$ cat src/rtl/pc_redirect_unit_if.sv
// Decode/hazard side of the fetch PC owner: redirect request, stall, and the
// PC-related status that flows back to IF/ID and decode.
interface pc_redirect_unit_if #(
    parameter int COUNT_W = 16
);
    logic               stall;
    logic               branch;
    logic               pc_src;
    logic [31:0]        jump_address;
    logic [31:0]        pc;
    logic [31:0]        pc_plus_four;
    logic               if_id_flush;
    logic               fetch_valid;
    logic               addr_error;
    logic [COUNT_W-1:0] redirect_count;

    modport master (
        output stall, branch, pc_src, jump_address,
        input  pc, pc_plus_four, if_id_flush, fetch_valid, addr_error, redirect_count
    );

    modport slave (
        input  stall, branch, pc_src, jump_address,
        output pc, pc_plus_four, if_id_flush, fetch_valid, addr_error, redirect_count
    );
endinterface

$ cat src/rtl/pc_redirect_unit.sv
// Fetch-stage PC owner: applies taken branches/jumps, flushes IF/ID on a
// redirect, defers a redirect that arrives under stall until the stall lifts,
// and keeps a saturating count of applied redirects.
//
// state | meaning
// ------+---------------------------------------------------------------
// RUN   | normal sequencing; a redirect is applied directly when unstalled
// HOLD  | a redirect arrived under stall; pending_addr applied on release
module pc_redirect_unit #(
    parameter logic [31:0] RESET_PC = 32'h0040_0000,
    parameter int          COUNT_W  = 16
) (
    input  logic               clock,
    input  logic               reset_n,
    pc_redirect_unit_if.slave  bus
);

    typedef enum logic {
        RUN  = 1'b0,
        HOLD = 1'b1
    } state_t;

    state_t             state_q, state_d;
    logic [31:0]        pc_q, pc_d;
    logic [31:0]        pending_q, pending_d;
    logic               fetch_valid_q;
    logic               addr_error_q, addr_error_d;
    logic [COUNT_W-1:0] count_q, count_d;
    logic               flush;

    logic               take;
    logic [31:0]        target;
    logic               misaligned;

    // Gating by branch keeps an undefined pc_src from reaching any state.
    assign take       = bus.branch & (bus.branch ? bus.pc_src : 1'b0);
    assign target     = {bus.jump_address[31:2], 2'b00};
    assign misaligned = bus.jump_address[1:0] != 2'b00;

    // Next-state, PC selection and IF/ID flush decode.
    always_comb begin
        state_d      = state_q;
        pc_d         = pc_q;
        pending_d    = pending_q;
        addr_error_d = addr_error_q;
        count_d      = count_q;
        flush        = 1'b0;

        if (take && misaligned) begin
            addr_error_d = 1'b1;
        end

        case (state_q)
            RUN: begin
                if (bus.stall) begin
                    if (take) begin
                        pending_d = target;
                        state_d   = HOLD;
                    end
                end else if (take) begin
                    pc_d  = target;
                    flush = 1'b1;
                end else begin
                    pc_d = pc_q + 32'd4;
                end
            end
            HOLD: begin
                if (bus.stall) begin
                    if (take) begin
                        pending_d = target;
                    end
                end else begin
                    // The decode instruction is the one that was stalled, so
                    // its take is already captured in pending_q.
                    pc_d    = pending_q;
                    flush   = 1'b1;
                    state_d = RUN;
                end
            end
            default: begin
                state_d = RUN;
            end
        endcase

        if (flush && (count_q != {COUNT_W{1'b1}})) begin
            count_d = count_q + 1'b1;
        end
    end

    // State, PC and status registers.
    always_ff @(posedge clock or negedge reset_n) begin
        if (!reset_n) begin
            state_q       <= RUN;
            pc_q          <= RESET_PC;
            pending_q     <= 32'd0;
            fetch_valid_q <= 1'b0;
            addr_error_q  <= 1'b0;
            count_q       <= '0;
        end else begin
            state_q       <= state_d;
            pc_q          <= pc_d;
            pending_q     <= pending_d;
            fetch_valid_q <= 1'b1;
            addr_error_q  <= addr_error_d;
            count_q       <= count_d;
        end
    end

    assign bus.pc             = pc_q;
    assign bus.pc_plus_four   = pc_q + 32'd4;
    assign bus.if_id_flush    = flush & reset_n;
    assign bus.fetch_valid    = fetch_valid_q;
    assign bus.addr_error     = addr_error_q;
    assign bus.redirect_count = count_q;

endmodule

$ cat src/flat_wrapper.sv
// flat-port wrapper written by rule: the top's interface ports become plain ports
module pc_redirect_unit_flat 
#(
    parameter logic [31:0] RESET_PC = 32'h0040_0000,
    parameter int          COUNT_W  = 16
)
  (clock, reset_n, bus_stall, bus_branch, bus_pc_src, bus_jump_address, bus_pc, bus_pc_plus_four, bus_if_id_flush, bus_fetch_valid, bus_addr_error, bus_redirect_count);
  pc_redirect_unit_if #(.COUNT_W(COUNT_W)) bus_i ();
  input  logic clock;
  input  logic reset_n;
  input wire logic [$bits(bus_i.stall)-1:0] bus_stall;
  input wire logic [$bits(bus_i.branch)-1:0] bus_branch;
  input wire logic [$bits(bus_i.pc_src)-1:0] bus_pc_src;
  input wire logic [$bits(bus_i.jump_address)-1:0] bus_jump_address;
  output wire logic [$bits(bus_i.pc)-1:0] bus_pc;
  output wire logic [$bits(bus_i.pc_plus_four)-1:0] bus_pc_plus_four;
  output wire logic [$bits(bus_i.if_id_flush)-1:0] bus_if_id_flush;
  output wire logic [$bits(bus_i.fetch_valid)-1:0] bus_fetch_valid;
  output wire logic [$bits(bus_i.addr_error)-1:0] bus_addr_error;
  output wire logic [$bits(bus_i.redirect_count)-1:0] bus_redirect_count;
  assign bus_i.stall = bus_stall;
  assign bus_i.branch = bus_branch;
  assign bus_i.pc_src = bus_pc_src;
  assign bus_i.jump_address = bus_jump_address;
  assign bus_pc = bus_i.pc;
  assign bus_pc_plus_four = bus_i.pc_plus_four;
  assign bus_if_id_flush = bus_i.if_id_flush;
  assign bus_fetch_valid = bus_i.fetch_valid;
  assign bus_addr_error = bus_i.addr_error;
  assign bus_redirect_count = bus_i.redirect_count;
  pc_redirect_unit #(.RESET_PC(RESET_PC), .COUNT_W(COUNT_W)) u_core (.clock(clock), .reset_n(reset_n), .bus(bus_i));
endmodule
$ cat config.mk
export PLATFORM = sky130hd
export DESIGN_NAME = pc_redirect_unit_flat
export DESIGN_NICKNAME = d
export VERILOG_FILES = /design/src/rtl/pc_redirect_unit_if.sv /design/src/rtl/pc_redirect_unit.sv /design/src/flat_wrapper.sv
export SDC_FILE = /design/constraint.sdc
export NUM_CORES = 1
export LEC_CHECK = 0
export CORE_MARGIN = 5
export CORE_UTILIZATION = 35
export CTS_BUF_LIST = sky130_fd_sc_hd__clkbuf_16
export CTS_CLUSTER_DIAMETER = 50
export DETAILED_ROUTE_END_ITERATION = 6
export DONT_BUFFER_PORTS = 1
export GPL_TIMING_DRIVEN = 1
export MAX_ROUTING_LAYER = met4
export PLACE_DENSITY = 0.62
export SLEW_MARGIN = 20
export SYNTH_ARGS = -nofsm -noshare
export SYNTH_HDL_FRONTEND = slang
export SYNTH_SLANG_ARGS = --single-unit
$ cat constraint.sdc
create_clock -name clock -period 2.1 [get_ports clock]
set_clock_uncertainty 0.2 [all_clocks]
set_input_delay 0.105 -clock clock [delete_from_list [all_inputs] [get_ports clock]]
set_output_delay 0.105 -clock clock [all_outputs]
set_load 0.02 [all_outputs]
==> results of run 1 <==
-- routing by layer --
layer	vias up	global-route usage (%)	routed length, µm
met5	-	-	0
met4	0	6.06	250
li1	2166	-	-
met1	2310	27.2	6890
met2	185	31.1	7840
met3	18	5.30	1450
-- cells by family (layout without fill, tap and decap cells) --
kind of cell,count (synthesis),after routing
XOR/XNOR,40,40
other,2,7
multiplexers,39,39
flip-flops,79,79
AND/OR/NAND/NOR,209,209
AO/OA/AOI/OAI,97,97
buffers and inverters,45,183
adder cells (fa/ha/maj),2,2
-- worst max-delay path, delay by kind of cell, from the launching register on --
family | cells | cell delay (ns)
simple gates | 3 | 0.74
flops | 1 | 0.54
xor+xnor | 1 | 0.15
buf+inv | 2 | 0.33
-- registers in the layout, summed over array words and instances, names as in the netlist --
name and flops:
u_core.bus.fetch_valid 1, u_core.state_q 1, u_core.bus.addr_error 1, u_core.pending_q 30, u_core.bus.redirect_count 16, u_core.bus.pc 30
-- cell usage after synthesis (all sizes together) (3+ instances only) --
| library cell | n |
|---|---|
| nand2 | 57 |
| xor2 | 11 |
| o21ai | 14 |
| buf | 12 |
| a31oi | 9 |
| o22ai | 3 |
| inv | 7 |
| mux2i | 6 |
| and3 | 22 |
| a21oi | 24 |
| o211ai | 10 |
| nand4 | 17 |
| or3 | 7 |
| a41o | 4 |
| a31o | 3 |
| clkbuf | 26 |
| nand4b | 7 |
| and4 | 6 |
| nor2 | 20 |
| nand3 | 26 |
| a311o | 4 |
| dfrtp | 78 |
| xnor2 | 29 |
| o21bai | 3 |
| mux2 | 33 |
| nor3 | 21 |
| o221ai | 6 |
| nor4 | 12 |
| and2 | 8 |
-- how the worst max path moves through the flow --
stage,start,to,slack [ns],cells after the start
final,u_core.bus.pc[22],bus_pc_plus_four[28],-0.31,6
after global routing,u_core.bus.pc[22],bus_pc_plus_four[26],-0.42,6
after CTS,u_core.bus.pc[22],bus_pc_plus_four[29],-0.21,5
after detailed placement,u_core.bus.pc[22],bus_pc_plus_four[28],0.05,6
after global placement,u_core.bus.pc[22],bus_pc_plus_four[28],0.12,6
after floorplan,u_core.bus.pc[19],bus_pc_plus_four[23],0.0005,5
-- report_power, final --
part	internal [mW]	switching, mW
logic	1.15	1.53
registers	1.84	0.263
clock network	1.03	0.669
total	4.02	2.46
-- what timing repair did --
| item | CTS | global route |
|---|---|---|
| pin swaps | 18 | 25 |
| resized for setup | 39 | 41 |
| hold endpoints to repair | 157 | 79 |
| gates cloned | 1 | 0 |
| buffers inserted | 12 | 20 |
| endpoints found under the setup margin | 20 | 23 |
-- final cells by class --
| cell class | count | area [µm²] | share of cell area (%) |
|---|---|---|---|
| sequential | 79 | 1990 | 28.2 |
| multi-input combinational | 392 | 3070 | 43.6 |
| inverter | 7 | 26.3 | 0.373 |
| tap | 176 | 220 | 3.13 |
| clock buffer | 9 | 225 | 3.20 |
| antenna | 2 | 5.00 | 0.0711 |
| timing repair buffer | 160 | 1420 | 20.2 |
| clock inverter | 7 | 87.6 | 1.24 |
==> flow_summary.toml, run 1 <==
[placed_design]
gp_congestion = 0.951
dpl.hpwl_um = 11000
post-place-ws_ns = 0.0514
numPortBuffers = 0
postPlaceCellArea_um2 = 5680
placed_cells = 745

[drt]
drtPass1Iterations = 5
vias_per_cell = 5.62
wl_um = 16400
routedWlPerCell_um = 19.8
drtIter0Drc = 408
num_vias = 4679
antenna_left = 0
drc = 0

[clock_network]
cts_sinks = 79
cts_tree = "built"
cts_root_buf = "clkbuf_16"
numCtsBuffers = 9
clock_latency_ns = 0.35
clockBufferDepth = 2
hold_buffers = 37
htree_levels = 3
path_clk_slew_ns = 0.07

[logic_synthesis]
yosysSeqAreaShare_pct = 41.2
synth_area_leader_cell = "dfrtp_1"
synth_top_family_by_area = "simple AND/OR/NAND/NOR gates"
synth.area.top_cells = "dfrtp_1 (41%), mux2_2 (7.7%), xnor2_1 (5.3%)"
synth_ff_type = "dfrtp_1"
avgSynthCellArea_um2 = 9.35
synth_compound_area_share_pct = 14.1
yosys_warnings = 0
synth_top_area_share_pct = 40.7
async_reset_ff_share_pct = 100
synth_area_um2 = 4800
syn_inst = 513
synth_edf_count = 0
synth_fa_ha_area_share_pct = 0.522
synth_cell_type_count = 58
yosys.area_share.simple_pct = 23.7
synth_mux_area_share_pct = 9.00
synth_seq_cells = 79
synth_xor_xnor_area_share_pct = 7.30

[floorplan]
core-area_um2 = 13300
num_rows = 42
floorplan.die.width_um = 127
design.portCount = 120
initial_core_util_pct = 35.9
fp.dieH_um = 127
dieArea_um2 = 16100

[cells_and_area]
layout_common_cells = "buf_4 (100), dfrtp_1 (71), nand2_1 (51)"
final_util_pct = 52.8
syn_to_final_growth_pct = 46.8
layout.cells.most_common = "buf_4"
fill_cells = 1152
final_cell_area_um2 = 7040
layout.cells.non_filler = 832
nets = 688
drive_gt1_share_pct = 37.0

[worst_setup_path]
worst-setup-path-type = "register to output pin"
endpoint_kind = "output pin"
critPathMaxFanout = 4
cp.required_ns = 1.79
worst_path_most_repeated_cell = "buf_6"
r2r_slack_ns = 0.04
cpPeakStageDelay_ns = 0.54
start_kind = "register"
worstReg2RegStart = "u_core.bus.pc[22]"
crit_slowest_cell = "dfstp_2"
worst_ep_arrival_time_ns = 2.10
crit_chain = "nand4_1 -> buf_6 -> nor4_4 -> and3_4 -> xor2_2 -> buf_6"
r2r_end = "u_core.bus.pc[26]"
reg2reg_depth = 8

[global_route]
first_global_vias = 4775
grt_use_total_pct = 20.5
grt_pass1_wl_um = 25800
grt_max_degree = 81
antenna_found_initial = 2
overflow = 0

[power]
power.total_mw = 6.49
power.leakage_nw = 3.03
vdd_ir_drop_max_mv = 0.456
power_density_nw_per_um2 = 921

[sta]
layout_min_cycle_time_ns = 2.41
maxSlewHeadroom_pct = 62.7
finalSetupTns_ns = -2.97
finalMaxSlewViolations = 0
tightest_slew_ns = 0.559
hold_viol = 79
fmax_mhz = 416
whs_ns = -0.754
setup_ws_ns = -0.306
grt_setup_unrepaired = "yes"
setup_viol = 21
fin_crit_sh_pct = 115

[run]
cap_viol_max_count = 0

[outcome]
status = "finished, violations left"
violations = "negative hold slack, negative setup slack"

[min_path]
hold_path_class = "input pin to async pin"
No activity file was read; power rests on OpenSTA's default activity.
==> run 2: changes to the inputs <==
--- a/config.mk
+++ b/config.mk
@@ -14,6 +14,7 @@
 export GPL_TIMING_DRIVEN = 1
 export MAX_ROUTING_LAYER = met4
 export PLACE_DENSITY = 0.62
+export SKIP_LAST_GASP = 1
 export SLEW_MARGIN = 20
 export SYNTH_ARGS = -nofsm -noshare
 export SYNTH_HDL_FRONTEND = slang
==> run 2 against run 1 <==
Net effect: the run still ends with negative hold slack, negative setup slack left; first-iteration DRC count decreased by 11%; via count increased by 1.0%; sequential cell count unchanged; sequential power about the same; combinational power about the same; cell area decreased by 0.73%; critical path type unchanged; largest cell class unchanged.
==> flow_summary.toml, run 2 (same netlist as run 1, synthesis figures left out) <==
[sta]
maxSlewHeadroom_pct = 61.4
setup_viol = 21
whs_ns = -0.753
layout_min_cycle_time_ns = 2.40
tightest_slew_ns = 0.578
hold_viol = 79
finalMaxSlewViolations = 0
grt_setup_unrepaired = "yes"
setup_ws_ns = -0.304
fmax_mhz = 416
fin_crit_sh_pct = 114

[global_route]
grt_use_total_pct = 20.5
grt_max_degree = 81
first_global_vias = 4777
grt_pass1_wl_um = 25800
overflow = 0
antenna_found_initial = 2

[cells_and_area]
nets = 689
multi_input_area_um2 = 3020
regArea_um2 = 1990
drive_gt1_share_pct = 36.3
layout_common_cells = "buf_4 (103), dfrtp_1 (71), nand2_1 (51)"
layout.cells.most_common = "buf_4"
final_cell_area_um2 = 6990
syn_to_final_growth_pct = 45.7
fill_cells = 1152

[power]
vdd_ir_drop_max_mv = 0.449
power.total_mw = 6.48
power_density_nw_per_um2 = 926
power.leakage_nw = 2.99

[drt]
vias_per_cell = 5.67
drtIter0Drc = 364
num_vias = 4726
drtPass1Iterations = 5
wl_um = 16400
drc = 0
routedWlPerCell_um = 19.7
antenna_left = 0

[run]
cap_viol_max_count = 0

[clock_network]
cts_root_buf = "clkbuf_16"
clockBufferDepth = 2
cts_tree = "built"
numCtsBuffers = 9
htree_levels = 3
path_clk_slew_ns = 0.06
cts_sinks = 79
clock_latency_ns = 0.35
hold_buffers = 37

[outcome]
violations = "negative hold slack, negative setup slack"
status = "finished, violations left"

[worst_setup_path]
endpoint_kind = "output pin"
start_kind = "register"
worst-setup-path-type = "register to output pin"
cp.required_ns = 1.79
critPathMaxFanout = 4
worst_ep_arrival_time_ns = 2.10

[floorplan]
core-area_um2 = 13300
initial_core_util_pct = 35.9
design.portCount = 120
fp.dieH_um = 127
dieArea_um2 = 16100
floorplan.die.width_um = 127
num_rows = 42

[placed_design]
dpl.hpwl_um = 11000
postPlaceCellArea_um2 = 5680
numPortBuffers = 0
gp_congestion = 0.951

[min_path]
hold_path_class = "input pin to async pin"
## run 2: cell types whose count changed in the layout (fill, tap and decap cells not counted), moves of 2 or more
| cell | delta |
|---|---|
| xnor2_2 | -4 |
| xnor2_1 | +4 |
| buf_4 | +3 |
| buf_6 | -2 |
## run 2: worst paths after layout
check	depth (start not counted)	slack [ns]	endpoint	start
max	6	-0.30	bus_pc_plus_four[28]	u_core.bus.pc[22]
min	0	-0.75	u_core.pending_q[9]	reset_n
max reg2reg	8	0.03	u_core.bus.pc[26]	u_core.bus.pc[22]
min reg2reg	1	0.30	u_core.pending_q[20]	u_core.pending_q[20]
max in group asynchronous	0	2.26	u_core.bus.pc[22]	reset_n
min in group clock	4	0.01	u_core.bus.pc[13]	bus_jump_address[13]
## run 2: metal layers
layer | part of all wire, % | track usage [%]
met5 | 0 | -
met4 | 1.8 | 6.06
met3 | 8.2 | 5.30
met2 | 48 | 31.1
met1 | 42 | 27.2
## run 2: worst max-delay path, cell delays in order (launching register included)
cell and delay, ns:
dfstp_2 0.54, nand4_1 0.17, buf_6 0.19, nor4_4 0.33, and3_4 0.25, xor2_2 0.13
buf_4 0.15
## run 2: timing repair
| item | CTS | global route |
|---|---|---|
| setup buffers | 12 | 21 |
| endpoints found under the setup margin | 20 | 25 |
| resized for setup | 37 | 33 |
| endpoints found under the hold margin | 157 | 79 |
| cloned | 1 | 0 |
| pin swaps | 17 | 24 |
## run 2: final cells by class
| type | instances | area share (%) |
|---|---|---|
| inverter | 7 | 0.376 |
| tap | 176 | 3.15 |
| multi-input combinational | 392 | 43.1 |
| clock buffer | 9 | 3.22 |
| clock inverter | 7 | 1.25 |
| timing repair buffer | 161 | 20.4 |
| sequential | 79 | 28.4 |
| antenna | 2 | 0.0716 |
## run 2: stage by stage
step	utilization (%)	setup slack, ns	hold WS, ns	TNS (ns)	instances
global route	52.4	-0.397	-0.760	-4.49	833
finish	52.4	-0.304	-0.753	-2.98	833
CTS	50.0	-0.210	-0.755	-2.43	811
floorplan	-	0.000459	-0.391	0	516
detailed placement	42.6	0.0514	-0.385	0	745
global placement	42.6	0.118	-0.385	0	745
## run 2: power breakdown
group | internal (mW) | switching [mW] | total (mW)
logic | 1.14 | 1.52 | 2.66
clock network | 1.03 | 0.679 | 1.71
registers | 1.84 | 0.264 | 2.10
==> run 3: changes to the inputs <==
--- a/config.mk
+++ b/config.mk
@@ -13,7 +13,7 @@
 export DONT_BUFFER_PORTS = 1
 export GPL_TIMING_DRIVEN = 1
 export MAX_ROUTING_LAYER = met4
-export PLACE_DENSITY = 0.62
+export PLACE_DENSITY = 0.6
 export SKIP_LAST_GASP = 1
 export SLEW_MARGIN = 20
 export SYNTH_ARGS = -nofsm -noshare
==> constraint.sdc (replaced) <==
create_clock -name clock -period 2.85 [get_ports clock]
set_clock_uncertainty 0.2 [all_clocks]
set_input_delay 0.1425 -clock clock [delete_from_list [all_inputs] [get_ports clock]]
set_output_delay 0.1425 -clock clock [all_outputs]
set_load 0.02 [all_outputs]
==> run 3 against run 2 <==
Net effect: worst hold slack gained 0.77 ns; register-to-register slack improved by 0.36 ns; routed wire length down 8.2%; the run now ends clean; power shrank 34%; core utilization down 8.1 points; critical path type unchanged; final cell count shrank 10%; cell area down 16%.
==> flow_summary.toml, run 3 (same netlist as run 1, synthesis figures left out) <==
[floorplan]
design.portCount = 120
fp.dieH_um = 127
num_rows = 42
floorplan.die.width_um = 127
core-area_um2 = 13300
dieArea_um2 = 16100
initial_core_util_pct = 35.9

[clock_network]
numCtsBuffers = 9
clockBufferDepth = 2
htree_levels = 3
path_clk_slew_ns = 0.06
cts_root_buf = "clkbuf_16"
cts_tree = "built"
clock_latency_ns = 0.34
cts_sinks = 79

[drt]
drtIter0Drc = 459
routedWlPerCell_um = 20.1
drc = 0
drtPass1Iterations = 5
antenna_left = 0
wl_um = 15100
num_vias = 4298
vias_per_cell = 5.73

[worst_setup_path]
worst_ep_arrival_time_ns = 2.41
cpPeakStageDelay_ns = 0.66
crit_chain = "nand4_1 -> nor4_1 -> nand4_1 -> xnor2_1 -> buf_4"
crit_slowest_cell = "dfstp_2"
worst_path_most_repeated_cell = "nand4_1"
cpLargestDelayFamily = "simple AND/OR/NAND/NOR gates"
worst-setup-path-type = "register to output pin"
endpoint_kind = "output pin"
crit_buf_inv = 1
critPathMaxFanout = 7
start_kind = "register"
cp.required_ns = 2.51

[global_route]
grt_pass1_wl_um = 23600
grt_max_degree = 80
grt.busiest_layer = "met2"
grt_util_met1_pct = 24.9
gr-usage-met3_pct = 6.47
grt_use_total_pct = 18.9
first_global_vias = 4210
antenna_found_initial = 2
grtUsageMet2_pct = 27.7
overflow = 0

[cells_and_area]
nets = 607
layout.cells.most_common = "dfrtp_1"
final_cell_area_um2 = 5910
syn_to_final_growth_pct = 23.1
layout_common_cells = "dfrtp_1 (77), nand2_1 (57), buf_4 (40)"
fill_cells = 1301
multi_input_area_um2 = 2650
regArea_um2 = 1980
drive_gt1_share_pct = 17.8

[outcome]
status = "complete, no violations"

[power]
power_density_nw_per_um2 = 723
vdd_ir_drop_max_mv = 0.378
power.total_mw = 4.27
power.leakage_nw = 2.41

[sta]
maxSlewHeadroom_pct = 46.8
finalMaxSlewViolations = 0
setup_viol = 0
tightest_slew_ns = 0.799
hold_viol = 0
fmax_mhz = 364
fin_crit_sh_pct = 96.5
layout_min_cycle_time_ns = 2.75
grt_setup_unrepaired = "yes"

[placed_design]
postPlaceCellArea_um2 = 5160
numPortBuffers = 0
dpl.hpwl_um = 10100
gp_congestion = 0.866

[run]
cap_viol_max_count = 0

[min_path]
hold_path_class = "input pin to register"
run 3: stage by stage:
step	util, %	hold slack [ns]	std cells	worst slack [ns]	setup TNS, ns
floorplan	-	-0.353	516	0.547	0
global placement	38.7	-0.349	693	0.433	0
detailed placement	38.7	-0.349	693	0.389	0
CTS	44.1	0.00445	747	0.0158	0
global route	44.3	0.0119	750	-0.0257	-0.0257
finish	44.3	0.0131	750	0.0999	0
run 3: repair_timing:
action,CTS,global route
setup buffers,0,1
resized for setup,0,2
hold buffers,39,0
hold endpoints to repair,156,0
endpoints found under the setup margin,0,7
run 3: cell type report:
class                           instances  share of cell area, %
Antenna cell                            2                 0.0847
Clock buffer                            9                   3.81
Clock inverter                          6                   1.29
Inverter                                7                  0.445
Multi-Input combinational cell        392                   44.8
Sequential cell                        79                   33.5
Tap cell                              176                   3.73
Timing Repair Buffer                   79                   12.3
run 3: worst paths after layout:
| kind | depth (start not counted) | startpoint | slack, ns | end |
|---|---|---|---|---|
| min reg2reg | 1 | u_core.pending_q[28] | 0.30 | u_core.pending_q[28] |
| max in group asynchronous | 2 | reset_n | 1.92 | u_core.bus.pc[22] |
| min | 3 | bus_jump_address[2] | 0.01 | u_core.bus.pc[2] |
| max | 5 | u_core.bus.pc[22] | 0.1 | bus_pc_plus_four[31] |
| min in group asynchronous | 2 | reset_n | 0.15 | u_core.pending_q[3] |
| max reg2reg | 6 | u_core.state_q | 0.39 | u_core.bus.pc[9] |
run 3: worst register-to-register path: stages, from the launching register on:
cell and delay (ns):
dfrtp_1 0.36, buf_4 0.29, inv_1 0.31, and3_1 0.24, a221oi_1 0.23, o2bb2ai_1 0.12, dlygate4sd3_1 0.58
run 3: report_power, final:
group	total (mW)	switching [mW]	internal, mW
registers	1.78	0.436	1.35
logic	1.26	0.726	0.535
clock network	1.22	0.471	0.752
run 3: routing by layer:
metal  part of all wire [%]  up-vias
li1                       -     1999
met1                     44     2119
met2                     45      160
met3                    9.2       20
met4                    1.5        0
met5                      0        -
